`src/rtl/multdiv_ctrl_if.sv`:
```
// Handshake/bus bundle between the execute stage and the multiply/divide sequencer.
// The requester owns the operands and start pulses; the sequencer owns the result side.
interface multdiv_ctrl_if #(
  parameter int WIDTH = 32
);
  logic [WIDTH-1:0] data_operandA;
  logic [WIDTH-1:0] data_operandB;
  logic             ctrl_MULT;
  logic             ctrl_DIV;
  logic [WIDTH-1:0] data_result;
  logic             data_exception;
  logic             data_resultRDY;

  // Requester side (execute stage / testbench)
  modport master (
    output data_operandA,
    output data_operandB,
    output ctrl_MULT,
    output ctrl_DIV,
    input  data_result,
    input  data_exception,
    input  data_resultRDY
  );

  // Sequencer side
  modport slave (
    input  data_operandA,
    input  data_operandB,
    input  ctrl_MULT,
    input  ctrl_DIV,
    output data_result,
    output data_exception,
    output data_resultRDY
  );
endinterface

```
`src/rtl/multdiv_ctrl.sv`:
```
// Multi-cycle signed multiply / divide sequencer.
// Multiply: radix-2 shift-add on magnitudes. Divide: restoring division on magnitudes.
// Every iteration add/subtract goes through one shared ALU; sign fix-up uses
// dedicated negators in the FIX state. Fixed latency: RDY after the 33rd edge
// following the accepted start edge.

// Shared adder/subtractor used by the iteration step.
// opcode 5'b00000 = add, 5'b00001 = subtract (any other code adds).
module multdiv_alu #(
  parameter int WIDTH = 32
) (
  input  logic [WIDTH-1:0] a_i,
  input  logic [WIDTH-1:0] b_i,
  input  logic [4:0]       opcode_i,
  output logic [WIDTH-1:0] result_o,
  output logic             carry_o   // add: carry out; subtract: 1 means no borrow
);
  logic             is_sub;
  logic [WIDTH-1:0] b_eff;
  logic [WIDTH:0]   sum;

  // Subtract is a + ~b + 1 so the carry out doubles as the "no borrow" flag.
  always_comb begin
    is_sub   = (opcode_i == 5'b00001);
    b_eff    = is_sub ? ~b_i : b_i;
    sum      = {1'b0, a_i} + {1'b0, b_eff} + {{WIDTH{1'b0}}, is_sub};
    result_o = sum[WIDTH-1:0];
    carry_o  = sum[WIDTH];
  end
endmodule

module multdiv_ctrl #(
  parameter int WIDTH = 32,  // only 32 is supported
  parameter int ITER  = 32   // iteration cycles per operation
) (
  input  logic          clock,
  input  logic          reset,
  multdiv_ctrl_if.slave mdu
);
  localparam logic [4:0] ALU_ADD  = 5'b00000;
  localparam logic [4:0] ALU_SUB  = 5'b00001;
  localparam logic [5:0] CNT_LAST = 6'(ITER - 1);
  localparam logic [WIDTH-1:0] MIN_NEG = {1'b1, {(WIDTH-1){1'b0}}};

  typedef enum logic [1:0] {IDLE, RUN, FIX, DONE} state_t;

  state_t state_q, state_d;

  logic [5:0]       cnt_q, cnt_d;
  logic             op_mult_q, op_mult_d;
  logic [WIDTH-1:0] a_q, a_d;          // raw operands, kept for signs and special cases
  logic [WIDTH-1:0] b_q, b_d;
  logic [WIDTH-1:0] addend_q, addend_d; // |A| for multiply, |B| for divide
  logic [WIDTH-1:0] p_q, p_d;          // product high word / partial remainder
  logic [WIDTH-1:0] q_q, q_d;          // multiplier shift reg / quotient
  logic [WIDTH-1:0] result_q, result_d;
  logic             exc_q, exc_d;

  logic             start;
  logic [WIDTH-1:0] mag_a_in, mag_b_in;
  logic [WIDTH-1:0] r_shift, q_shift;
  logic [WIDTH-1:0] alu_a, alu_res;
  logic [4:0]       alu_op;
  logic             alu_carry;
  logic [WIDTH-1:0] iter_p, iter_q;
  logic             mult_carry;
  logic [WIDTH-1:0] mult_sum;
  logic             neg_res;
  logic [2*WIDTH-1:0] prod_signed;
  logic [WIDTH-1:0] quo_signed;
  logic             mult_ovf;
  logic             div_by_zero, div_ovf;

  // A start is accepted only from IDLE or DONE; multiply wins a tie.
  always_comb begin
    start = ((state_q == IDLE) || (state_q == DONE)) && (mdu.ctrl_MULT || mdu.ctrl_DIV);
  end

  // State register.
  always_ff @(posedge clock) begin
    if (reset) state_q <= IDLE;
    else       state_q <= state_d;
  end

  // Next-state logic.
  always_comb begin
    state_d = state_q;
    case (state_q)
      IDLE:    if (start) state_d = RUN;
      RUN:     if (cnt_q == CNT_LAST) state_d = FIX;
      FIX:     state_d = DONE;
      DONE:    state_d = start ? RUN : IDLE;
      default: state_d = IDLE;
    endcase
  end

  // FSM outputs: ready pulse and ALU operation select.
  always_comb begin
    mdu.data_resultRDY = (state_q == DONE);
    alu_op             = op_mult_q ? ALU_ADD : ALU_SUB;
  end

  // Dedicated negators producing operand magnitudes; 0x80000000 maps to itself (unsigned).
  always_comb begin
    mag_a_in = mdu.data_operandA[WIDTH-1] ? (~mdu.data_operandA + 1'b1) : mdu.data_operandA;
    mag_b_in = mdu.data_operandB[WIDTH-1] ? (~mdu.data_operandB + 1'b1) : mdu.data_operandB;
  end

  // Operand routing into the shared ALU: P + |A| for multiply, shifted R - |B| for divide.
  always_comb begin
    r_shift = {p_q[WIDTH-2:0], q_q[WIDTH-1]};
    q_shift = {q_q[WIDTH-2:0], 1'b0};
    alu_a   = op_mult_q ? p_q : r_shift;
  end

  multdiv_alu #(.WIDTH(WIDTH)) u_alu (
    .a_i      (alu_a),
    .b_i      (addend_q),
    .opcode_i (alu_op),
    .result_o (alu_res),
    .carry_o  (alu_carry)
  );

  // One iteration step of the selected algorithm.
  always_comb begin
    mult_carry = q_q[0] ? alu_carry : 1'b0;
    mult_sum   = q_q[0] ? alu_res   : p_q;
    if (op_mult_q) begin
      // shift {carry, P, Q} right by one
      iter_p = {mult_carry, mult_sum[WIDTH-1:1]};
      iter_q = {mult_sum[0], q_q[WIDTH-1:1]};
    end else if (alu_carry) begin
      // trial subtraction did not borrow: keep it and set the quotient bit
      iter_p = alu_res;
      iter_q = {q_shift[WIDTH-1:1], 1'b1};
    end else begin
      // restore the shifted remainder
      iter_p = r_shift;
      iter_q = q_shift;
    end
  end

  // Sign correction and exception detection, consumed in FIX.
  always_comb begin
    neg_res     = a_q[WIDTH-1] ^ b_q[WIDTH-1];
    prod_signed = neg_res ? (~{p_q, q_q} + 1'b1) : {p_q, q_q};
    quo_signed  = neg_res ? (~q_q + 1'b1) : q_q;
    // product fits in WIDTH bits only if the top WIDTH+1 bits are a pure sign extension
    mult_ovf    = !((&prod_signed[2*WIDTH-1:WIDTH-1]) || !(|prod_signed[2*WIDTH-1:WIDTH-1]));
    div_by_zero = (b_q == '0);
    div_ovf     = (a_q == MIN_NEG) && (b_q == '1);
  end

  // Datapath next-state: load on start, iterate in RUN, publish result in FIX.
  always_comb begin
    op_mult_d = op_mult_q;
    a_d       = a_q;
    b_d       = b_q;
    addend_d  = addend_q;
    p_d       = p_q;
    q_d       = q_q;
    cnt_d     = cnt_q;
    result_d  = result_q;
    exc_d     = exc_q;
    if (start) begin
      op_mult_d = mdu.ctrl_MULT;
      a_d       = mdu.data_operandA;
      b_d       = mdu.data_operandB;
      addend_d  = mdu.ctrl_MULT ? mag_a_in : mag_b_in;
      p_d       = '0;
      q_d       = mdu.ctrl_MULT ? mag_b_in : mag_a_in;
      cnt_d     = '0;
      result_d  = '0;
      exc_d     = 1'b0;
    end else if (state_q == RUN) begin
      cnt_d = cnt_q + 6'd1;
      p_d   = iter_p;
      q_d   = iter_q;
    end else if (state_q == FIX) begin
      if (op_mult_q) begin
        result_d = prod_signed[WIDTH-1:0];
        exc_d    = mult_ovf;
      end else begin
        result_d = div_by_zero ? '0 : quo_signed;
        exc_d    = div_by_zero || div_ovf;
      end
    end
  end

  // Datapath registers.
  always_ff @(posedge clock) begin
    if (reset) begin
      op_mult_q <= 1'b0;
      a_q       <= '0;
      b_q       <= '0;
      addend_q  <= '0;
      p_q       <= '0;
      q_q       <= '0;
      cnt_q     <= '0;
      result_q  <= '0;
      exc_q     <= 1'b0;
    end else begin
      op_mult_q <= op_mult_d;
      a_q       <= a_d;
      b_q       <= b_d;
      addend_q  <= addend_d;
      p_q       <= p_d;
      q_q       <= q_d;
      cnt_q     <= cnt_d;
      result_q  <= result_d;
      exc_q     <= exc_d;
    end
  end

  // Held result outputs.
  always_comb begin
    mdu.data_result    = result_q;
    mdu.data_exception = exc_q;
  end
endmodule

```
`src/flat_wrapper.sv`:
```
// flat-port wrapper written by rule: the top's interface ports become plain ports
module multdiv_ctrl_flat 
#(
  parameter int WIDTH = 32,                         
  parameter int ITER  = 32                                    
)
  (clock, reset, mdu_data_operandA, mdu_data_operandB, mdu_ctrl_MULT, mdu_ctrl_DIV, mdu_data_result, mdu_data_exception, mdu_data_resultRDY);
  multdiv_ctrl_if #(.WIDTH(WIDTH)) mdu_i ();
  input  logic clock;
  input  logic reset;
  input wire logic [$bits(mdu_i.data_operandA)-1:0] mdu_data_operandA;
  input wire logic [$bits(mdu_i.data_operandB)-1:0] mdu_data_operandB;
  input wire logic [$bits(mdu_i.ctrl_MULT)-1:0] mdu_ctrl_MULT;
  input wire logic [$bits(mdu_i.ctrl_DIV)-1:0] mdu_ctrl_DIV;
  output wire logic [$bits(mdu_i.data_result)-1:0] mdu_data_result;
  output wire logic [$bits(mdu_i.data_exception)-1:0] mdu_data_exception;
  output wire logic [$bits(mdu_i.data_resultRDY)-1:0] mdu_data_resultRDY;
  assign mdu_i.data_operandA = mdu_data_operandA;
  assign mdu_i.data_operandB = mdu_data_operandB;
  assign mdu_i.ctrl_MULT = mdu_ctrl_MULT;
  assign mdu_i.ctrl_DIV = mdu_ctrl_DIV;
  assign mdu_data_result = mdu_i.data_result;
  assign mdu_data_exception = mdu_i.data_exception;
  assign mdu_data_resultRDY = mdu_i.data_resultRDY;
  multdiv_ctrl #(.WIDTH(WIDTH), .ITER(ITER)) u_core (.clock(clock), .reset(reset), .mdu(mdu_i));
endmodule
```
`config.mk`:
```
export PLATFORM = sky130hd
export DESIGN_NAME = multdiv_ctrl_flat
export DESIGN_NICKNAME = d
export VERILOG_FILES = /design/src/rtl/multdiv_ctrl_if.sv /design/src/rtl/multdiv_ctrl.sv /design/src/flat_wrapper.sv
export SDC_FILE = /design/constraint.sdc
export NUM_CORES = 1
export LEC_CHECK = 0
export BUFFER_PORTS_ARGS = -buffer_cell sky130_fd_sc_hd__buf_2
export CAP_MARGIN = 10
export CELL_PAD_IN_SITES_DETAIL_PLACEMENT = 1
export CELL_PAD_IN_SITES_GLOBAL_PLACEMENT = 1
export CORE_MARGIN = 5
export CORE_UTILIZATION = 41
export DETAILED_ROUTE_END_ITERATION = 6
export PLACE_DENSITY = 0.84
export SETUP_SLACK_MARGIN = 0.05
export SYNTH_ARGS = -nofsm -noshare
export SYNTH_HDL_FRONTEND = slang
export SYNTH_SLANG_ARGS = --single-unit
```
`constraint.sdc`:
```
create_clock -name clock -period 4.6 [get_ports clock]
set_input_delay 0.92 -clock clock [delete_from_list [all_inputs] [get_ports clock]]
set_output_delay 0.92 -clock clock [all_outputs]
set_load 0.02 [all_outputs]
```
==> results.json, run 1 <==
{
  "synth_compound_area_frac": 0.262,
  "slew_headroom": 0.226,
  "slew_violations": 0,
  "cts-buffers-inserted": 24,
  "netlist_area_sq_um": 15200,
  "status": "finished, final reports clean",
  "fmax_mhz": 237,
  "yosys.area.top_type_share": 0.265,
  "cp_max_fo": 41,
  "hp-class": "flip-flop to flip-flop",
  "fin_ws_ns": 0.385,
  "firstDrtPassIters": 5,
  "grt_max_degree": 118,
  "htree_levels": 1,
  "pre_cts_slack_ns": 0.285,
  "grt_pass1_vias": 16100,
  "die-area_sq_um": 41100,
  "cp-end-kind": "flip-flop",
  "cts_tree": "done",
  "period_share": 0.916,
  "path_clk_slew_ns": 0.06,
  "antenna_found_initial": 1,
  "synth_nets": 2198,
  "tns_ns": 0,
  "async_reset_ff_frac": 0,
  "layout-drive-gt1-share": 0.123,
  "final_cell_mix": "360 x nand2_1, 203 x a21oi_1, 200 x dfxtp_1",
  "row_count": 70,
  "clockRootBuffer": "clkbuf_16",
  "worst-setup-path-type": "flip-flop to flip-flop",
  "synth-simple-area-share": 0.233,
  "cp-start-kind": "flip-flop",
  "clock_path_buffers": 3,
  "post-cts-setup-buffer-count": 0,
  "grt_pass1_wl_mm": 91.8,
  "cts-resized-gates": 0,
  "cts_sinks": 202,
  "crit_required_ns": 5.00,
  "finalCriticalPeriod_ns": 4.21,
  "synth.area.top_cells": "dfxtp_1 27%, nand2_1 8.9%, a21oi_1 6.7%, xnor2_1 6.2%, nor2_1 4.0%",
  "vias_per_cell": 6.28,
  "clock_latency_ns": 0.56,
  "gp_congestion": 0.950,
  "synth.avg_cell_area_sq_um": 7.30,
  "ctsHoldBuffers": 0,
  "worstMarginPinSlew_ns": 1.16,
  "place_hpwl_mm": 44.6,
  "synthAdderAreaFrac": 0.0341,
  "finalHoldViolCount": 0,
  "mostFrequentLayoutCell": "nand2_1",
  "port_buffers": 101,
  "route.met3.wl_mm": 4.59,
  "die_w_microns": 203,
  "via_count": 16200,
  "setup_viol_count_final": 0,
  "leakagePower_nw": 6.39,
  "netlist_instances": 2089,
  "power_density_nw_per_um2": 736,
  "post_drt_wl_per_cell_microns": 23.1,
  "overflow": 0,
  "ios": 102,
  "num_antenna_cells": 0,
  "timing.reg2reg.setup_slack_ns": 0.39,
  "synth-seq-cells": 202,
  "synth_top_family_by_area": "compound AO/OA/AOI/OAI gates",
  "synth_seq_area_share": 0.265,
  "finalNetCount": 2196,
  "rsz0062_at_grt": "false",
  "wl_met1_mm": 25.5,
  "yosysWarnings": 0,
  "ant_nets": 0,
  "vdd_ir_drop_max_mv": 0.379,
  "muxShareOfSynthArea": 0.0496,
  "die-height_microns": 203,
  "finClkSkew_ns": 0.0368,
  "grt.total_usage": 0.276,
  "drt_wl_total_mm": 59.4,
  "syn2layout_area_growth_pct": 11.1,
  "synth_xor_area_frac": 0.101,
  "design.core.area_sq_um": 36700,
  "wl_met2_mm": 27.0,
  "drt-initial-drc-count": 1339,
  "synth_edf_count": 0,
  "synth_ff_type": "dfxtp_1",
  "worstPathArrival_ns": 4.61,
  "n_fill_cell": 4610,
  "maxCapViolCount": 0,
  "highest_layer": "met5",
  "start_util": 0.415,
  "synth_top_cell_by_area": "dfxtp_1",
  "route.detailed.drc": 0,
  "synthDistinctLibCells": 83
}
[layout make-up]
| type | instances | area [sq um] | area share |
|---|---|---|---|
| clock buffer | 36 | 696 | 0.0411 |
| clock inverter | 8 | 114 | 0.00672 |
| inverter | 26 | 97.6 | 0.00576 |
| multi-input combinational | 1674 | 10400 | 0.616 |
| sequential | 202 | 4050 | 0.239 |
| tap | 468 | 586 | 0.0346 |
| timing repair buffer | 159 | 968 | 0.0572 |
[final timing paths]
check | start | endpoint | cells past startpoint
min reg2reg | u_core.a_q[16] | u_core.a_q[16] | 2
min | u_core.a_q[16] | u_core.a_q[16] | 2
max | u_core.op_mult_q | u_core.p_q[28] | 12
max reg2reg | u_core.op_mult_q | u_core.p_q[28] | 12
[synthesized netlist by cell type, drive strengths merged (5+ instances only)]
cell type  instances
a211oi            27
a21boi             5
a21o              17
a21oi            203
a221oi             6
a22o               5
a22oi             28
a31oi             18
a32o               7
and2              11
and3               9
buf               23
clkbuf           164
dfxtp            202
ha                40
inv               24
mux2              28
mux2i             44
nand2            361
nand2b             9
nand3             31
nand4             32
nor2             165
nor2b              7
nor3              39
nor4              40
o2111ai            5
o211ai            70
o21a               6
o21ai            106
o221ai             5
o22ai             15
o31a               5
o31ai             22
o41ai             23
or2                6
or3               26
or4               17
xnor2            108
xor2              67
[power breakdown]
group / switching, mW / leakage, nW / internal [mW] / total [mW]
sequential: 0.640 / 1.66 / 2.21 / 2.85
combinational: 4.98 / 4.34 / 2.67 / 7.64
clock: 0.804 / 0.388 / 1.16 / 1.97
[critical path, cell delays in order (launching register included)]
cell	delay, ns
dfxtp_4	0.67
buf_4	0.35
nor2b_1	0.11
a21o_1	0.19
ha_1	0.42
a21o_1	0.24
o21bai_1	0.20
a221oi_1	0.38
nand4_1	0.30
a221o_2	0.61
mux2_2	0.36
o22ai_1	0.16
a211oi_1	0.08
[logic make-up (layout without fill, tap and decap cells)]
logic type / count (synthesis) / count (layout)
multiplexers: 72 / 72
buffers and inverters: 213 / 229
AO/OA/AOI/OAI: 615 / 615
flip-flops: 202 / 202
adder cells (fa/ha/maj): 41 / 41
XOR/XNOR: 175 / 175
AND/OR/NAND/NOR: 771 / 771
[flip-flops by register name (all words and copies together) (netlist names)]
signal                     flops
u_core.a_q                    32
u_core.addend_q               32
u_core.b_q                    32
u_core.cnt_q                   6
u_core.mdu.data_exception      1
u_core.mdu.data_result        32
u_core.op_mult_q               1
u_core.p_q                    32
u_core.q_q                    32
u_core.state_q                 2
[metrics by stage]
stage / area, sq um / hold WS [ns] / power [mW] / cells / util
after floorplan: 15200 / 0.431 / 8.05 / 2089 / -
after global placement: 16100 / 0.437 / 10.1 / 2529 / 0.439
after detailed placement: 16100 / 0.443 / 10.3 / 2529 / 0.439
after CTS: 16900 / 0.451 / 12.3 / 2573 / 0.462
after global routing: 16900 / 0.474 / 13.2 / 2573 / 0.462
final: 16900 / 0.449 / 12.5 / 2573 / 0.462
[layer usage]
layer,vias up,global-route usage
met5,-,0
met4,2,0.0982
met3,127,0.0495
met2,595,0.443
met1,7921,0.374
li1,7526,-
No activity file was read; power rests on OpenSTA's default activity.
==> inputs of run 2 (changes only) <==
--- a/config.mk
+++ b/config.mk
@@ -10,9 +10,9 @@
 export CELL_PAD_IN_SITES_DETAIL_PLACEMENT = 1
 export CELL_PAD_IN_SITES_GLOBAL_PLACEMENT = 1
 export CORE_MARGIN = 5
-export CORE_UTILIZATION = 41
+export CORE_UTILIZATION = 35
 export DETAILED_ROUTE_END_ITERATION = 6
-export PLACE_DENSITY = 0.84
+export PLACE_DENSITY = 0.75
 export SETUP_SLACK_MARGIN = 0.05
 export SYNTH_ARGS = -nofsm -noshare
 export SYNTH_HDL_FRONTEND = slang
==> constraint.sdc (replaced) <==
create_clock -name clock -period 3.5 [get_ports clock]
set_input_delay 0.7 -clock clock [delete_from_list [all_inputs] [get_ports clock]]
set_output_delay 0.7 -clock clock [all_outputs]
set_load 0.02 [all_outputs]
==> run 2 against run 1 <==
Net effect: the flow now finishes with violations (negative setup slack); total power up 56%; wire length is 11% higher; worst setup slack lost 0.46 ns; first-iteration DRC count rose by 3.6%; register-to-register slack got worse by 0.46 ns; via count increased by 5.5%; clock power rose by 35%; maximum frequency rose by 18%; sequential share of layout area decreased by 3.0 points; clock skew shrank 0.0031 ns; clock-buffer cell count decreased by 1; non-clock buffer count up 201.
==> results.json, run 2 (synthesis gave the netlist of run 1 again) <==
{
  "worst-setup-path-type": "flip-flop to flip-flop",
  "power_density_nw_per_um2": 1000,
  "firstDrtPassIters": 5,
  "ff2ff_path_depth": 17,
  "cp-end-kind": "flip-flop",
  "grt_pass1_vias": 17300,
  "fmax_mhz": 280,
  "highest_layer": "met4",
  "die-height_microns": 219,
  "overflow": 0,
  "design.core.area_sq_um": 43100,
  "drt-initial-drc-count": 1387,
  "gp_congestion": 0.946,
  "crit_required_ns": 3.96,
  "finalHoldViolCount": 0,
  "slew_violations": 0,
  "die-area_sq_um": 47800,
  "period_share": 1.02,
  "ios": 102,
  "antenna_found_initial": 3,
  "n_fill_cell": 5312,
  "wl_met1_mm": 28.8,
  "fin_ws_ns": -0.0717,
  "route.met3.wl_mm": 4.00,
  "mostFrequentLayoutCell": "nand2_1",
  "setup_viol_count_final": 9,
  "failed_checks": "negative setup slack",
  "cts_sinks": 202,
  "whs_ns": 0.424,
  "row_count": 76,
  "hp-class": "primary input to flip-flop",
  "syn2layout_area_growth_pct": 27.3,
  "rsz0062_at_grt": "true",
  "clock_path_buffers": 3,
  "path_clk_slew_ns": 0.07,
  "cts_tree": "done",
  "final_cell_mix": "355 x nand2_1, 239 x buf_4, 200 x dfxtp_1",
  "status": "complete, but fails checks",
  "vdd_ir_drop_max_mv": 0.450,
  "place_inst": 2833,
  "htree_levels": 1,
  "route.detailed.drc": 0,
  "place_hpwl_mm": 49.8,
  "maxCapViolCount": 0,
  "post_drt_wl_per_cell_microns": 22.7,
  "die_w_microns": 219,
  "vias_per_cell": 5.90,
  "via_count": 17100,
  "clock_latency_ns": 0.56,
  "power_mw": 19.4,
  "finalNonFillerCells": 2894,
  "finalCriticalPeriod_ns": 3.57,
  "finalNetCount": 2398,
  "wl_met2_mm": 30.6,
  "drt_wl_total_mm": 65.8,
  "finClkSkew_ns": 0.0337,
  "grt.total_usage": 0.260,
  "port_buffers": 101,
  "slew_headroom": 0.302,
  "clockRootBuffer": "clkbuf_16",
  "ant_nets": 0,
  "layout-drive-gt1-share": 0.239,
  "grt_pass1_wl_mm": 99.4,
  "cp-start-kind": "flip-flop",
  "cts-buffers-inserted": 25,
  "worstPathArrival_ns": 4.04,
  "start_util": 0.354,
  "cp_max_fo": 6,
  "ctsHoldBuffers": 0,
  "leakagePower_nw": 7.57,
  "grt_max_degree": 118,
  "worstMarginPinSlew_ns": 1.05,
  "hold_path_depth": 3
}
## run 2: area by class of cell
cell class / count / area (sq um) / area share
Clock inverter: 10 / 114 / 0.00587
Multi-Input combinational cell: 1674 / 11100 / 0.571
Antenna cell: 2 / 5.00 / 0.000258
Tap cell: 585 / 732 / 0.0377
Timing Repair Buffer: 360 / 2610 / 0.135
Inverter: 26 / 97.6 / 0.00503
Sequential cell: 202 / 4050 / 0.209
Clock buffer: 35 / 713 / 0.0368
## run 2: final timing paths
| check | from | slack [ns] | end |
|---|---|---|---|
| setup reg to reg | u_core.op_mult_q | -0.07 | u_core.p_q[19] |
| setup / recovery | u_core.op_mult_q | -0.07 | u_core.p_q[19] |
| hold reg to reg | u_core.a_q[12] | 0.45 | u_core.a_q[12] |
| hold / removal | mdu_data_operandB[26] | 0.42 | u_core.b_q[26] |
## run 2: critical path, cell delays in order, from the launching register on
cell       delay [ns]
dfxtp_4          0.38
buf_4            0.15
clkbuf_16        0.15
nor2b_1          0.19
a21o_1           0.17
ha_1             0.25
a21o_1           0.20
o21bai_2         0.21
a221oi_2         0.33
nand4_1          0.17
buf_6            0.17
a221oi_4         0.33
buf_12           0.17
buf_8            0.12
buf_6            0.11
nand2_2          0.05
a31o_4           0.22
o22ai_2          0.10
## run 2: power by group
group | total [mW] | internal, mW | switching, mW
logic | 13.3 | 5.35 | 7.96
registers | 3.44 | 2.90 | 0.539
clock network | 2.66 | 1.57 | 1.09
## run 2: routing by layer
metal	vias up	GRT usage
met2	522	0.428
met1	8481	0.352
li1	7929	-
met5	-	0
met4	0	0.0833
met3	131	0.0399
## run 2: stage by stage
| step | TNS, ns | instance area [sq um] | util | setup WS (ns) |
|---|---|---|---|---|
| 3_5_place_dp | -5.54 | 17800 | 0.413 | -0.386 |
| 3_3_place_gp | -2.62 | 17800 | 0.413 | -0.300 |
| 4_1_cts | 0 | 18700 | 0.435 | 0.0549 |
| 5_1_grt | -2.82 | 19400 | 0.450 | -0.185 |
| 6_report | -0.246 | 19400 | 0.450 | -0.0717 |
| 2_1_floorplan | 0 | 15500 | - | 0.0459 |
## run 2: timing repair
action,4_1_cts,5_1_grt
pin swaps,14,44
setup buffers,3,9
gates cloned,0,2
gates resized for setup,26,105
endpoints found under the setup margin,34,34
